[src/rtl/up3_ctrl.sv]
`default_nettype none
// ============================================================================
// up3_ctrl : Moore sequencer for the up3 8-bit accumulator datapath.
// Revision : 1.0
// ============================================================================
module up3_ctrl #(
    parameter logic [7:0] OP_NOP  = 8'h00,
    parameter logic [7:0] OP_LDI  = 8'h10,
    parameter logic [7:0] OP_LDA  = 8'h01,
    parameter logic [7:0] OP_ADD  = 8'h02,
    parameter logic [7:0] OP_SUB  = 8'h03,
    parameter logic [7:0] OP_AND  = 8'h04,
    parameter logic [7:0] OP_STA  = 8'h08,
    parameter logic [7:0] OP_JMP  = 8'h20,
    parameter logic [7:0] OP_JZ   = 8'h21,
    parameter logic [7:0] OP_JN   = 8'h22,
    parameter logic [7:0] OP_HALT = 8'hFF
) (
    input  logic       clk,
    input  logic       reset,
    input  logic       run,
    input  logic [7:0] opcode,
    input  logic       zflg,
    input  logic       nflg,
    output logic       fetch,
    output logic       load_ac,
    output logic       load_pc,
    output logic       inc_pc,
    output logic       load_iru,
    output logic       load_irl,
    output logic       store_mem,
    output logic       halted,
    output logic       illegal,
    output logic [3:0] state
);

    typedef enum logic [3:0] {
        S_F0   = 4'd0,
        S_F1   = 4'd1,
        S_F2   = 4'd2,
        S_F3   = 4'd3,
        S_DEC  = 4'd4,
        S_EXI  = 4'd5,
        S_M0   = 4'd6,
        S_M1   = 4'd7,
        S_ST   = 4'd8,
        S_JMP  = 4'd9,
        S_HALT = 4'd10,
        S_ILL  = 4'd11
    } state_t;

    state_t state_q;
    state_t state_d;

    always_ff @(posedge clk or negedge reset) begin
        if (!reset) begin
            state_q <= S_F0;
        end else begin
            state_q <= state_d;
        end
    end

    // Outputs depend on state_q only; inputs steer the next state alone.
    always_comb begin
        state_d   = S_F0;
        fetch     = 1'b0;
        load_ac   = 1'b0;
        load_pc   = 1'b0;
        inc_pc    = 1'b0;
        load_iru  = 1'b0;
        load_irl  = 1'b0;
        store_mem = 1'b0;
        halted    = 1'b0;
        illegal   = 1'b0;
        case (state_q)
            S_F0: begin
                fetch   = 1'b1;
                state_d = run ? S_F1 : S_F0;
            end
            S_F1: begin
                fetch    = 1'b1;
                load_iru = 1'b1;
                inc_pc   = 1'b1;
                state_d  = S_F2;
            end
            S_F2: begin
                // RAM captures the incremented PC for the operand byte
                fetch   = 1'b1;
                state_d = S_F3;
            end
            S_F3: begin
                fetch    = 1'b1;
                load_irl = 1'b1;
                inc_pc   = 1'b1;
                state_d  = S_DEC;
            end
            S_DEC: begin
                case (opcode)
                    OP_NOP:  state_d = S_F0;
                    OP_LDI:  state_d = S_EXI;
                    OP_LDA,
                    OP_ADD,
                    OP_SUB,
                    OP_AND:  state_d = S_M0;
                    OP_STA:  state_d = S_ST;
                    OP_JMP:  state_d = S_JMP;
                    OP_JZ:   state_d = zflg ? S_JMP : S_F0;
                    OP_JN:   state_d = nflg ? S_JMP : S_F0;
                    OP_HALT: state_d = S_HALT;
                    default: state_d = S_ILL;
                endcase
            end
            S_EXI: begin
                load_ac = 1'b1;
                state_d = S_F0;
            end
            S_M0: begin
                state_d = S_M1;
            end
            S_M1: begin
                load_ac = 1'b1;
                state_d = S_F0;
            end
            S_ST: begin
                store_mem = 1'b1;
                state_d   = S_F0;
            end
            S_JMP: begin
                load_pc = 1'b1;
                state_d = S_F0;
            end
            S_HALT: begin
                halted  = 1'b1;
                state_d = S_HALT;
            end
            S_ILL: begin
                illegal = 1'b1;
                state_d = S_F0;
            end
            default: begin
                // Unused encodings recover to the fetch state
                fetch   = 1'b1;
                state_d = S_F0;
            end
        endcase
    end

    assign state = state_q;

endmodule
`default_nettype wire

[config.mk]
export PLATFORM = sky130hd
export DESIGN_NAME = up3_ctrl
export DESIGN_NICKNAME = d
export VERILOG_FILES = /design/src/rtl/up3_ctrl.sv
export SDC_FILE = /design/constraint.sdc
export NUM_CORES = 1
export LEC_CHECK = 0
export CORE_MARGIN = 3
export CORE_UTILIZATION = 33
export DETAILED_ROUTE_END_ITERATION = 7
export PLACE_DENSITY_LB_ADDON = 0.3
export SLEW_MARGIN = 20
export SYNTH_ARGS = -nofsm -noshare
export SYNTH_HDL_FRONTEND = slang
export SYNTH_SLANG_ARGS = --single-unit
[constraint.sdc]
create_clock -name clk -period 1.3 [get_ports clk]
set_input_delay 0.195 -clock clk [delete_from_list [all_inputs] [get_ports clk]]
set_output_delay 0.195 -clock clk [all_outputs]
set_load 0.01 [all_outputs]
# [Yosys cells after proc, flatten, opt, wreduce, memory -nomap -nowiden]
# Cells that the tools add are included.
[totals] wordCells=42 out_inout_bits=13 inputBits=13 register_bits=4
[classes] reduce_logical=6 eq_ne=21 n_mux=14
[ops] cell="$pmux W4 S8" count=1
[ops] cell="$pmux W4 S7" count=1
[ops] cell="$eq A8 B6 Y1 const B" count=3
[ops] cell="$eq A4 B3 Y1 const B" count=4
[ops] cell="$eq A4 B4 Y1 const B" count=4
[ops] cell="$eq A8 B2 Y1 const B" count=2
[ops] cell="$mux W1" count=10
[ops] cell="$eq A4 B2 Y1 const B" count=2
[ops] cell="$eq A8 B1 Y1 const B" count=1
[ops] cell="$eq A8 B3 Y1 const B" count=1
[ops] cell="$eq A8 B4 Y1 const B" count=1
[ops] cell="$eq A8 B5 Y1 const B" count=1
[ops] cell="$eq A8 B8 Y1 const B" count=1
[ops] cell="$logic_not A8 Y1" count=1
[ops] cell="$mux W4" count=2
[ops] cell="$reduce_or A8 Y1" count=1
[ops] cell="$eq A4 B1 Y1 const B" count=1
[ops] cell="$logic_not A4 Y1" count=1
[ops] cell="$reduce_or A2 Y1" count=2
[ops] cell="$reduce_or A4 Y1" count=1

# [Longest topological paths before layout]
# Gate-level depths: netlist (run 1).
[logic_depth] ltp_word=4 mapped_depth=5 ltp_nobuf=4

# [Least setup slack after synthesis (run 1)]
# No wires, ideal clock.
[synth_path] path_type="reg2reg" start="reg state_q[0] (netlist: state[0])" end="reg state_q[1] (netlist: state[1])" period_less_slack_ns=1.482 path_slack_ns=-0.182 path_stages_with_launch=6 required_time_ns=1.224 arrival_time_ns=1.405 cell_sequence="dfrtp_1 > buf_2 > nor3b_1 > nor2b_1 > a31oi_1 > o21ai_1"
[synth_between] elab_chain_cells=2 elab_cells_between_ends=8 classes_between="eq/ne: 6; mux: 1; reduce/logical: 1"
[synth_lines] element="start, declared" line_no="52" source="state_t state_q;"
[synth_lines] element="start signal, assigned" line_no="59" source="state_q <= state_d;"
[synth_lines] element="$eq A4 B4 Y1, or another cell as far along" line_no="75" source="case (state_q)"
[synth_lines] element="$pmux W4 S7 (*)" line_no="75"
[synth_lines] element="net state_d[1]" line_no="53" source="state_t state_d;"
# Mark *: on every way through the listed nets, which the timed path passes. The rest lies on a longest branch.

# [Final worst setup path (run 1)]
[layout_path] start="reg state_q[3] (netlist: state[3])" end="out load_iru"
[layout_between] elab_chain_cells=2
[layout_lines] element="$eq A4 B1 Y1" line_no="75"
[layout_lines] element="$mux W1" line_no="75"
[layout_lines] element="end, declared" line_no="29" source="output logic load_iru,"
# No other way between the ends.

==> results.cfg, run 1 <==
[yosys]
yosysWarnings = 0
syn_inst = 62
synth_edf_count = 0
netlist.area_leader.share_pct = 21.45
syn_area_um2 = 466.7
synth.distinct_cells = 32
syn-num-nets = 75
ys.flop_type = dfrtp_1
ys_ff_latch = 4
syn_area_per_cell_um2 = 7.527
yosysSeqAreaShare_pct = 21.45
async_reset_ff_share_pct = 100.0
synth_top_area_cell = dfrtp_1
synth_area_leaders = dfrtp_1 21%, nor3b_1 6.4%, nor2b_1 5.4%

[layout]
fillerInstances = 82
regArea_um2 = 103.9
multiInputGateArea_um2 = 446.7
area_delta_synth_final_pct = 119.0
finalNonFillerCells = 126
fin_area_um2 = 1022
drive_gt1_share_pct = 58.93
fin_nets = 127
largest_register_ffs = 4
diodes = 0

[pwr]
ir_drop_mv = 0.6039
p_leak_nw = 0.4546
p_total_mw = 1.547
cellPowerDensity_nw_per_um2 = 1513

[detailed_routing]
vias = 720
drt_iter0_drc = 13
avgViaCountPerCell = 5.714
drc = 0
post_drt_wl_per_cell_um = 16.79
wirelength_um = 2116
drt_pass1_iterations = 4
postRouteAntennaNets = 0

[critical_path]
worstPathMaxFanout = 4
crit_type = reg -> out
arrival_ns = 1.23
rr_worst_depth = 5
cp_data_required_time_ns = 1.11
reg2reg_to = state[3]
reg2reg_from = state[3]
crit_path_end_kind = output port
cp-start-kind = register
regToRegSetupSlack_ns = -0.09

[clocking]
cts_tree = yes
cts.clk_slew.worst_paths_ns = 0.04
cts_buffers = 3
clock-sinks = 4
h-tree-depth = 1
cts_buffer_depth = 2
cts-root-buf = clkbuf_4
hold_buffers = 0
clock_latency_ns = 0.24

[die]
dieArea_um2 = 1901
die_height_um = 43.61
die_w_um = 43.61
start_util_pct = 38.37
num_rows = 12
core_region_area_um2 = 1216
io_pins = 26

[outcome]
status = finished, violations left
violations = negative setup slack

[timing]
fin_crit_sh_pct = 109.6
setup_viol = 11
rsz0062_at_grt = true
timing.fmax_mhz = 702.1
worst_pin_slew_ns = 0.3195
maxSlewHeadroom_pct = 78.52
hold_ws_ns = 0.1549
setup_slack_ns = -0.1244
skew_ns = 0.002988
period_minus_slack_ns = 1.424
finalHoldViolCount = 0
drv_slew = 0

[placement]
placed_cell_area_um2 = 902.1
pre_cts_ws_ns = -0.4867
place_hpwl_um = 1271
portBuffers = 25
post-place-cells = 118
gp_congestion = 0.7316

[run]
drv_cap = 0

[global_routing]
antenna_found_initial = 0
grt_overflow = 0
grt_pass1_vias = 742
track_usage_pct = 23.60
grt_max_degree = 7
grt_pass1_wl_um = 3284

[worst_hold_path]
min_path_type = in -> async
==> critical path, stage by stage (launching register included) <==
cell	delay [ns]
dfrtp_2	0.44
nor3b_4	0.23
nor2b_4	0.20
buf_6	0.11
==> power breakdown <==
group          switching, mW  internal, mW  total (mW)
clock                 0.0661         0.104       0.170
combinational          0.511         0.603        1.11
sequential            0.0777         0.185       0.263
==> kinds of logic (layout without fill, tap and decap cells) <==
logic type,after synthesis,count (layout),synth area share [%]
flops,4,4,21.45
simple gates,34,34,45.31
buf+inv,7,57,6.702
compound gates,15,15,22.52
mux,1,1,2.145
xor+xnor,1,1,1.877
==> metrics by stage <==
| stage | utilization, % | setup TNS [ns] |
|---|---|---|
| 2_1_floorplan | - | -0.01166 |
| 3_3_place_gp | 74.18 | -3.436 |
| 3_5_place_dp | 74.18 | -3.602 |
| 4_1_cts | 81.79 | -0.6411 |
| 5_1_grt | 84.05 | -1.099 |
| 6_report | 84.05 | -0.6774 |
==> worst max-delay path by stage <==
stage,startpoint,end,slack (ns),cells after the start
final,state[3],load_iru,-0.12,3
after global routing,state[3],load_iru,-0.16,3
after CTS,state[2],load_iru,-0.13,3
after detailed placement,opcode[5],state[3],-0.49,6
after global placement,opcode[5],state[3],-0.48,6
after floorplan,state[3],state[3],-0.01,5
==> area by class of cell <==
type                    instances  area share [%]
multi-input cells              51           43.70
well taps                      14           1.714
inverters                       2          0.7344
clock buffers                   3           2.203
flip-flops and latches          4           10.16
repair buffers                 52           41.49
==> routing by layer <==
| metal | vias to the layer above | routed length, um | track usage, % |
|---|---|---|---|
| met1 | 342 | 707 | 20.29 |
| met3 | 9 | 83 | 4.564 |
| met5 | - | 0 | 0 |
| met2 | 32 | 1236 | 46.22 |
| met4 | 0 | 89 | 17.47 |
| li1 | 337 | - | - |
==> what timing repair did <==
action / CTS / global route
hold endpoints to repair: 0 / 0
setup endpoints to repair: 17 / 15
pin swaps: 10 / 7
buffers inserted: 4 / 1
gates resized for setup: 69 / 19
==> placed cells by master, fill, tap and decap left out, drive strengths merged <==
cell	count
nor3b	4
dlygate4sd2	6
nor2b	4
xor2	1
o22a	1
clkbuf	6
clkdlybuf4s15	3
nor2	4
o21ai	4
nand4	2
buf	36
and3	2
nand3b	1
nand2	4
nand2b	1
nor3	3
or2	1
mux2i	1
clkdlybuf4s50	4
or3	2
a31oi	2
dfrtp	4
a21oi	3
o221ai	1
a311oi	2
o2111ai	1
nor4	2
a211oi	1
nor4b	2
inv	2
and2	2
Note: power is estimated with default switching activity, not from simulation.
==> run 2: changes to the inputs <==
--- a/config.mk
+++ b/config.mk
@@ -5,9 +5,10 @@
 export SDC_FILE = /design/constraint.sdc
 export NUM_CORES = 1
 export LEC_CHECK = 0
-export CORE_MARGIN = 3
-export CORE_UTILIZATION = 33
+export CORE_MARGIN = 2
+export CORE_UTILIZATION = 29
 export DETAILED_ROUTE_END_ITERATION = 7
+export HOLD_SLACK_MARGIN = 0.02
 export PLACE_DENSITY_LB_ADDON = 0.3
 export SLEW_MARGIN = 20
 export SYNTH_ARGS = -nofsm -noshare
==> run 2 against run 1 <==
Net effect:
- the flow still finishes with violations (negative setup slack)
- final cell count grew 2.4%
- count of clock-buffer cells in the layout is the same
- largest cell class unchanged
- clock skew shrank 0.0030 ns
- sequential share of layout area grew 0.13 points
- register-to-register slack lost 0.03 ns
- worst hold slack gained 0.012 ns
- core utilization shrank 18 points
- first-iteration DRC count shrank 77%
==> results.cfg, run 2 (synthesis gave the netlist of run 1 again) <==
[global_routing]
grt_max_degree = 8
antenna_found_initial = 0
grt_pass1_wl_um = 2946
grt_overflow = 0
grt_pass1_vias = 732
track_usage_pct = 20.79

[clocking]
cts_tree = yes
h-tree-depth = 1
cts.clk_slew.worst_paths_ns = 0.04
cts-root-buf = clkbuf_4
cts_buffer_depth = 2
cts_buffers = 3
clock_latency_ns = 0.23
clock-sinks = 4

[layout]
fillerInstances = 124
area_delta_synth_final_pct = 113.7
final_common_cell = buf_4
final_cell_mix = 25 x buf_4, 8 x buf_2, 7 x dlygate4sd2_1
largest_register_ffs = 4
drive_gt1_share_pct = 55.75
finalNonFillerCells = 129
fin_nets = 128
diodes = 0

[die]
die_height_um = 44.12
die_w_um = 44.12
num_rows = 14
core_region_area_um2 = 1506
dieArea_um2 = 1946
io_pins = 26
start_util_pct = 30.98

[placement]
gp_congestion = 0.7598
portBuffers = 25
place_hpwl_um = 1199
post-place-cells = 119
pre_cts_ws_ns = -0.5092

[pwr]
pwr-share-seq_pct = 15.4
ir_drop_mv = 0.6341
p_total_mw = 1.495
p_switching_mw = 0.6070
swShare_pct = 40.60
p_comb_share_pct = 74.3
p_int_mw = 0.8882
clockPowerShare_pct = 10.3
p_leak_nw = 0.4470
cellPowerDensity_nw_per_um2 = 1499

[critical_path]
crit_path_cell_trace = nor3b_2 > buf_4 > and2_1 > buf_2
crit_path_top_delay_cell = dfrtp_2
slowest_delay_ns = 0.42
crit_type = reg -> out
crit_path_end_kind = output port
cp-start-kind = register
arrival_ns = 1.26
cp_data_required_time_ns = 1.11
worstPathMaxFanout = 4

[timing]
setup_viol = 11
skew_ns = 0.00003800
period_minus_slack_ns = 1.456
rsz0062_at_grt = true
maxSlewHeadroom_pct = 78.53
drv_slew = 0
hold_ws_ns = 0.1665
worst_pin_slew_ns = 0.3212
finalHoldViolCount = 0
fin_crit_sh_pct = 112.0
setup_slack_ns = -0.1561
fin_setup_tns_ns = -1.110
timing.fmax_mhz = 686.8

[detailed_routing]
wirelength_um = 1750
postRouteAntennaNets = 0
drt_pass1_iterations = 3
post_drt_wl_per_cell_um = 13.57
drc = 0
avgViaCountPerCell = 5.295
vias = 683
drt_iter0_drc = 3

[outcome]
violations = negative setup slack
status = finished, violations left

[run]
drv_cap = 0

[worst_hold_path]
min_path_type = in -> async
## run 2: layout make-up
class / count / area, um2 / area share (%)
repair buffers: 53 / 420.4 / 42.16
well taps: 16 / 20.02 / 2.008
clock buffers: 3 / 22.52 / 2.258
inverters: 2 / 7.507 / 0.7528
flip-flops and latches: 4 / 102.6 / 10.29
multi-input cells: 51 / 424.2 / 42.53
## run 2: worst paths after layout
check,endpoint,cells past startpoint,from,slack [ns]
min reg2reg,state[2],2,state[3],0.65
min,state[3],1,reset,0.17
max in group asynchronous,state[1],1,reset,0.95
max reg2reg,state[3],6,state[2],-0.12
min in group clk,state[2],5,opcode[6],0.58
max,load_irl,4,state[2],-0.16
## run 2: per-layer routing
metal / vias to the layer above / wire (um) / GRT usage, %
li1: 335 / - / -
met1: 318 / 591 / 18.36
met2: 26 / 1043 / 42.35
met3: 4 / 80 / 3.265
met4: 0 / 34 / 12.73
met5: - / 0 / 0
## run 2: repair_timing
item,4_1_cts,5_1_grt
resized for setup,72,6
endpoints found under the setup margin,17,15
hold buffers,0,0
pin swaps,10,4
setup buffers,7,2
## run 2: metrics by stage
| step | utilization (%) | cell area, um2 |
|---|---|---|
| after floorplan | - | 503.0 |
| after global placement | 59.55 | 897.1 |
| after detailed placement | 59.55 | 897.1 |
| after CTS | 66.36 | 999.7 |
| after global routing | 66.20 | 997.2 |
| final | 66.20 | 997.2 |
## run 2: worst max-delay path: cells and delay by family (launching register included)
family | cells | cell delay, ns
buffers and inverters | 2 | 0.26
AND/OR/NAND/NOR | 2 | 0.34
flip-flops | 1 | 0.42
## run 2: power groups by stage
stage | Combinational, mW | Sequential (mW) | Clock [mW]
2_1_floorplan | 0.476 | 0.232 | 0
3_3_place_gp | 0.955 | 0.253 | 0
3_5_place_dp | 0.980 | 0.256 | 0
4_1_cts | 1.07 | 0.230 | 0.161
5_1_grt | 1.21 | 0.236 | 0.174
6_report | 1.11 | 0.231 | 0.153
==> run 3: changes to the inputs <==
--- a/config.mk
+++ b/config.mk
@@ -5,7 +5,6 @@
 export SDC_FILE = /design/constraint.sdc
 export NUM_CORES = 1
 export LEC_CHECK = 0
-export CORE_MARGIN = 2
 export CORE_UTILIZATION = 29
 export DETAILED_ROUTE_END_ITERATION = 7
 export HOLD_SLACK_MARGIN = 0.02
==> run 3 against run 2 <==
Net effect:
- the flow still finishes with violations (negative setup slack)
- first-iteration DRC count rose to 6.3 times the previous value
- register-to-register slack is essentially flat
- final cell count increased by 3.9%
- combinational power rose by 14%
- critical path type unchanged
- largest power group unchanged
==> results.cfg, run 3 (synthesis gave the netlist of run 1 again) <==
[outcome]
status = finished, violations left
violations = negative setup slack

[detailed_routing]
drt_pass1_iterations = 4
drc = 0
post_drt_wl_per_cell_um = 13.27
avgViaCountPerCell = 5.142
wirelength_um = 1778
drt_iter0_drc = 19
vias = 689
postRouteAntennaNets = 0

[clocking]
cts_tree = yes
cts.clk_slew.worst_paths_ns = 0.04
clock-sinks = 4
cts_buffer_depth = 2
cts_buffers = 3
h-tree-depth = 1
clock_latency_ns = 0.25
cts-root-buf = clkbuf_4

[die]
num_rows = 14
dieArea_um2 = 1774
die_height_um = 42.12
io_pins = 26
core_region_area_um2 = 1506
start_util_pct = 30.98
die_w_um = 42.12

[layout]
final_common_cell = buf_4
largest_register_ffs = 4
drive_gt1_share_pct = 61.86
final_cell_mix = 28 x buf_4, 8 x buf_2, 8 x buf_6
fin_area_um2 = 1082
fin_nets = 133
area_delta_synth_final_pct = 131.9
diodes = 0
fin_util_pct = 71.84

[global_routing]
antenna_found_initial = 0
grt_overflow = 0
grt_max_degree = 8
grt_pass1_vias = 721
track_usage_pct = 22.05
grt_pass1_wl_um = 2967

[timing]
skew_ns = 0.004077
period_minus_slack_ns = 1.434
setup_slack_ns = -0.1337
setup_viol = 11
maxSlewHeadroom_pct = 78.39
worst_pin_slew_ns = 0.3217
finalHoldViolCount = 0
fin_crit_sh_pct = 110.3
fin_setup_tns_ns = -1.064
hold_ws_ns = 0.1591
drv_slew = 0
rsz0062_at_grt = true
timing.fmax_mhz = 697.5

[placement]
portBuffers = 25
placed_cell_area_um2 = 912.1
pre_cts_ws_ns = -0.5462
gp_congestion = 0.7693
place_hpwl_um = 1183

[critical_path]
worstPathMaxFanout = 4
arrival_ns = 1.24
crit_path_end_kind = output port
crit_type = reg -> out
cp-start-kind = register
cp_data_required_time_ns = 1.11

[pwr]
p_leak_nw = 0.4842
cellPowerDensity_nw_per_um2 = 1531
ir_drop_mv = 0.6579

[worst_hold_path]
min_path_type = in -> async

[run]
drv_cap = 0
run 3: critical path, cell delays in order (launching register included):
cell and delay (ns):
dfrtp_2 0.44, nor2b_4 0.15, buf_6 0.11, and3_4 0.19, buf_6 0.10
run 3: final timing paths:
kind / to / from / slack, ns / cells past startpoint
max in group asynchronous: state[2] / reset / 0.94 / 1
setup / recovery: halted / state[2] / -0.13 / 4
hold reg to reg: state[3] / state[0] / 0.62 / 2
hold / removal: state[3] / reset / 0.16 / 1
setup reg to reg: state[3] / state[3] / -0.13 / 6
min in group clk: state[2] / opcode[6] / 0.45 / 5
run 3: stage by stage:
stage,std cells,power (mW)
detailed placement,121,1.232
global route,134,1.781
global placement,121,1.212
CTS,133,1.504
finish,134,1.657
floorplan,62,0.7081
run 3: final cells by class:
cell class / instances / area [um2]
clock buffer: 3 / 22.52
timing repair buffer: 58 / 462.9
multi-input combinational: 51 / 466.7
tap: 16 / 20.02
fill: 123 / 424.2
inverter: 2 / 7.507
sequential: 4 / 102.6
run 3: metal layers:
metal / vias up / global-route usage (%) / part of all wire, %
met5: - / 0 / 0
met4: 0 / 14.37 / 1.1
met3: 2 / 1.724 / 3.6
met2: 20 / 42.50 / 56
met1: 317 / 22.22 / 39
li1: 350 / - / -
run 3: timing repair:
action / in CTS / in global routing
endpoints found under the hold margin: 0 / 0
setup buffers: 10 / 3
hold buffers: 0 / 0
setup endpoints to repair: 17 / 17
pin swaps: 10 / 9
gates cloned: 0 / 0
resized for setup: 74 / 17
run 3: power by group:
group	leakage [nW]	switching [mW]	internal [mW]
combinational	0.422	0.549	0.710
clock	0.0138	0.0601	0.104
sequential	0.0483	0.0511	0.183
total	0.484	0.660	0.997
==> RTL change, RTL diff (flow settings as in run 2) <==
Register the inputs `run`, `opcode`, `zflg` and `nflg` before use, cleared by the reset. The logic sees them one clock later.
--- a/src/rtl/up3_ctrl.sv
+++ b/src/rtl/up3_ctrl.sv
@@ -50,4 +50,23 @@
     } state_t;
 
+    logic run_q;
+    logic [7:0] opcode_q;
+    logic zflg_q;
+    logic nflg_q;
+
+    always_ff @(posedge clk or negedge reset) begin
+        if (!reset) begin
+            run_q    <= '0;
+            opcode_q <= '0;
+            zflg_q   <= '0;
+            nflg_q   <= '0;
+        end else begin
+            run_q    <= run;
+            opcode_q <= opcode;
+            zflg_q   <= zflg;
+            nflg_q   <= nflg;
+        end
+    end
+
     state_t state_q;
     state_t state_d;
@@ -76,5 +95,5 @@
             S_F0: begin
                 fetch   = 1'b1;
-                state_d = run ? S_F1 : S_F0;
+                state_d = run_q ? S_F1 : S_F0;
             end
             S_F1: begin
@@ -96,5 +115,5 @@
             end
             S_DEC: begin
-                case (opcode)
+                case (opcode_q)
                     OP_NOP:  state_d = S_F0;
                     OP_LDI:  state_d = S_EXI;
@@ -105,6 +124,6 @@
                     OP_STA:  state_d = S_ST;
                     OP_JMP:  state_d = S_JMP;
-                    OP_JZ:   state_d = zflg ? S_JMP : S_F0;
-                    OP_JN:   state_d = nflg ? S_JMP : S_F0;
+                    OP_JZ:   state_d = zflg_q ? S_JMP : S_F0;
+                    OP_JN:   state_d = nflg_q ? S_JMP : S_F0;
                     OP_HALT: state_d = S_HALT;
                     default: state_d = S_ILL;
Behaviour: not the same (a bounded check fails within 4 cycles, from zero or initial values and one cycle with reset low).
==> RTL change against run 2 <==
The run still ends with setup timing left; clock skew hardly changed; critical path depth grew 1; wire length rose by 38%; first-iteration DRC count rose to 3.7 times the old value; worst setup slack lost 0.32 ns; cell area grew 49%; power rose by 57%; sequential cell count increased by 11; cell count increased by 28%; die area rose by 59%; synthesized area grew 66%.
==> RTL change: results (changes against run 2) <==
HPWL after DPL 1470 um (was 1200 um); Syn Inst Count 76 (was 62); CTS clock-pin slew for the worst setup and hold paths 0.08 ns (was 0.04 ns); status complete, but fails checks (unchanged); all-layer global routing usage 16.6% (was 20.8%); gpl congestion 0.900 (was 0.760); Area contributors post-synth dfrtp_1 (49%), nor2b_1 (4.9%), nor4b_1 (3.4%) (was dfrtp_1 (21%), nor3b_1 (6.4%), nor2b_1 (5.4%)); dpl cell area 1250 um2 (was 897 um2); Nets 149 (was 128); clk_lat worst skew 0.28 ns (was 0.23 ns); Synth cell types 35 (was 32); fillers 204 (was 124); FF-to-FF path depth 5 (was 6); final setup vio count 14 (was 11); drt pass-1 iters 5 (was 3); max FFs per register 8 (was 4); PnR worst setup slack -0.481 ns (was -0.156 ns); Final Core Density 59.4% (was 66.2%); CP peak stage delay 0.40 ns (was 0.42 ns); post-synthesis sequential area ratio 48.5% (was 21.4%); critical path's slowest cell dfrtp_1 (was dfrtp_2); failing checks setup timing (unchanged); Cells after DPL 153 (was 119); DR WL/cell 14.6 um (was 13.6 um); reg2reg start opcode_q[6] (was state[2]); switching pwr 0.843 mW (was 0.607 mW); VDD IR max 1120 uV (was 634 uV); final hold slack 0.218 ns (was 0.166 ns); largest net degree at the start of global routing 16 (was 8); vias in the first global route 873 (was 732); share of post-route cells with drive strength above 1 60.0% (was 55.8%); first-iteration detailed-routing DRC count 11 (was 3); Pleak 0.648 nW (was 0.447 nW); routed vias 836 (was 683); CP arrival 1.97 ns (was 1.26 ns); Setup Skew 0.000474 ns (was 0.0000380 ns); pre-CTS setup slack -0.428 ns (was -0.509 ns); total negative setup slack -3.15 ns (was -1.11 ns); first-pass GRT wire length 4050 um (was 2950 um); Least-Margin Pin Slew 0.349 ns (was 0.321 ns)
-- RTL change: cell count changes after synthesis, sizes merged, moves of 2 or more --
cell,delta
or4b,+2
nor3b,-3
nor2b,+2
nor3,+2
buf,-2
dfrtp,+11
o21a,+2
clkbuf,+3
-- RTL change: power groups by stage --
stage	sequential (mW)	clock, mW	combinational (mW)
floorplan	0.613	0	0.406
global placement	0.610	0	1.06
detailed placement	0.610	0	1.07
CTS	0.619	0.274	1.29
global route	0.640	0.306	1.57
finish	0.627	0.262	1.47
-- RTL change: routing by layer --
metal	global-route usage, %	wire length (um)	share of wire [%]	up-vias
li1	-	-	-	407
met1	21.3	985	41	398
met2	25.5	1290	53	25
met3	2.79	92	3.8	6
met4	10.8	52	2.2	0
met5	0	0	0	-
-- RTL change: final cells by class --
cell class              count  share of cell area (%)
clock buffers               4                    1.77
inverters                   2                   0.842
multi-input cells          53                    34.3
flip-flops and latches     15                    25.3
well taps                  30                    2.53
repair buffers             61                    35.3
-- RTL change: what timing repair did --
| item | CTS | global route |
|---|---|---|
| pin swaps | 6 | 7 |
| hold buffers | 0 | 0 |
| hold endpoints to repair | 0 | 0 |
| setup buffers | 9 | 5 |
| gates resized for setup | 77 | 19 |
| setup endpoints to repair | 17 | 17 |
-- RTL change: worst max path at each step --
stage          endpoint  slack [ns]  depth (start not counted)
2_1_floorplan  state[0]       -0.44                          4
3_3_place_gp   state[0]       -0.40                          4
3_5_place_dp   state[0]       -0.43                          4
4_1_cts        state[0]       -0.44                          4
5_1_grt        state[0]       -0.53                          5
6_report       state[3]       -0.48                          5
-- RTL change: cells by family after synthesis --
kind of cell           after synthesis  share of synthesized area (%)
multiplexers                         1                           1.29
buffers and inverters                8                           4.37
AO/OA/AOI/OAI                       17                           17.0
flip-flops                          15                           48.5
AND/OR/NAND/NOR                     35                           28.8
-- RTL change: critical path: cells and delay by family (launching register included) --
kind                   cells  cell delay, ns
DFF                        1            0.40
buffers and inverters      2            0.31
AOI/OAI and AO/OA          2            0.63
and+or+nand+nor            1            0.34
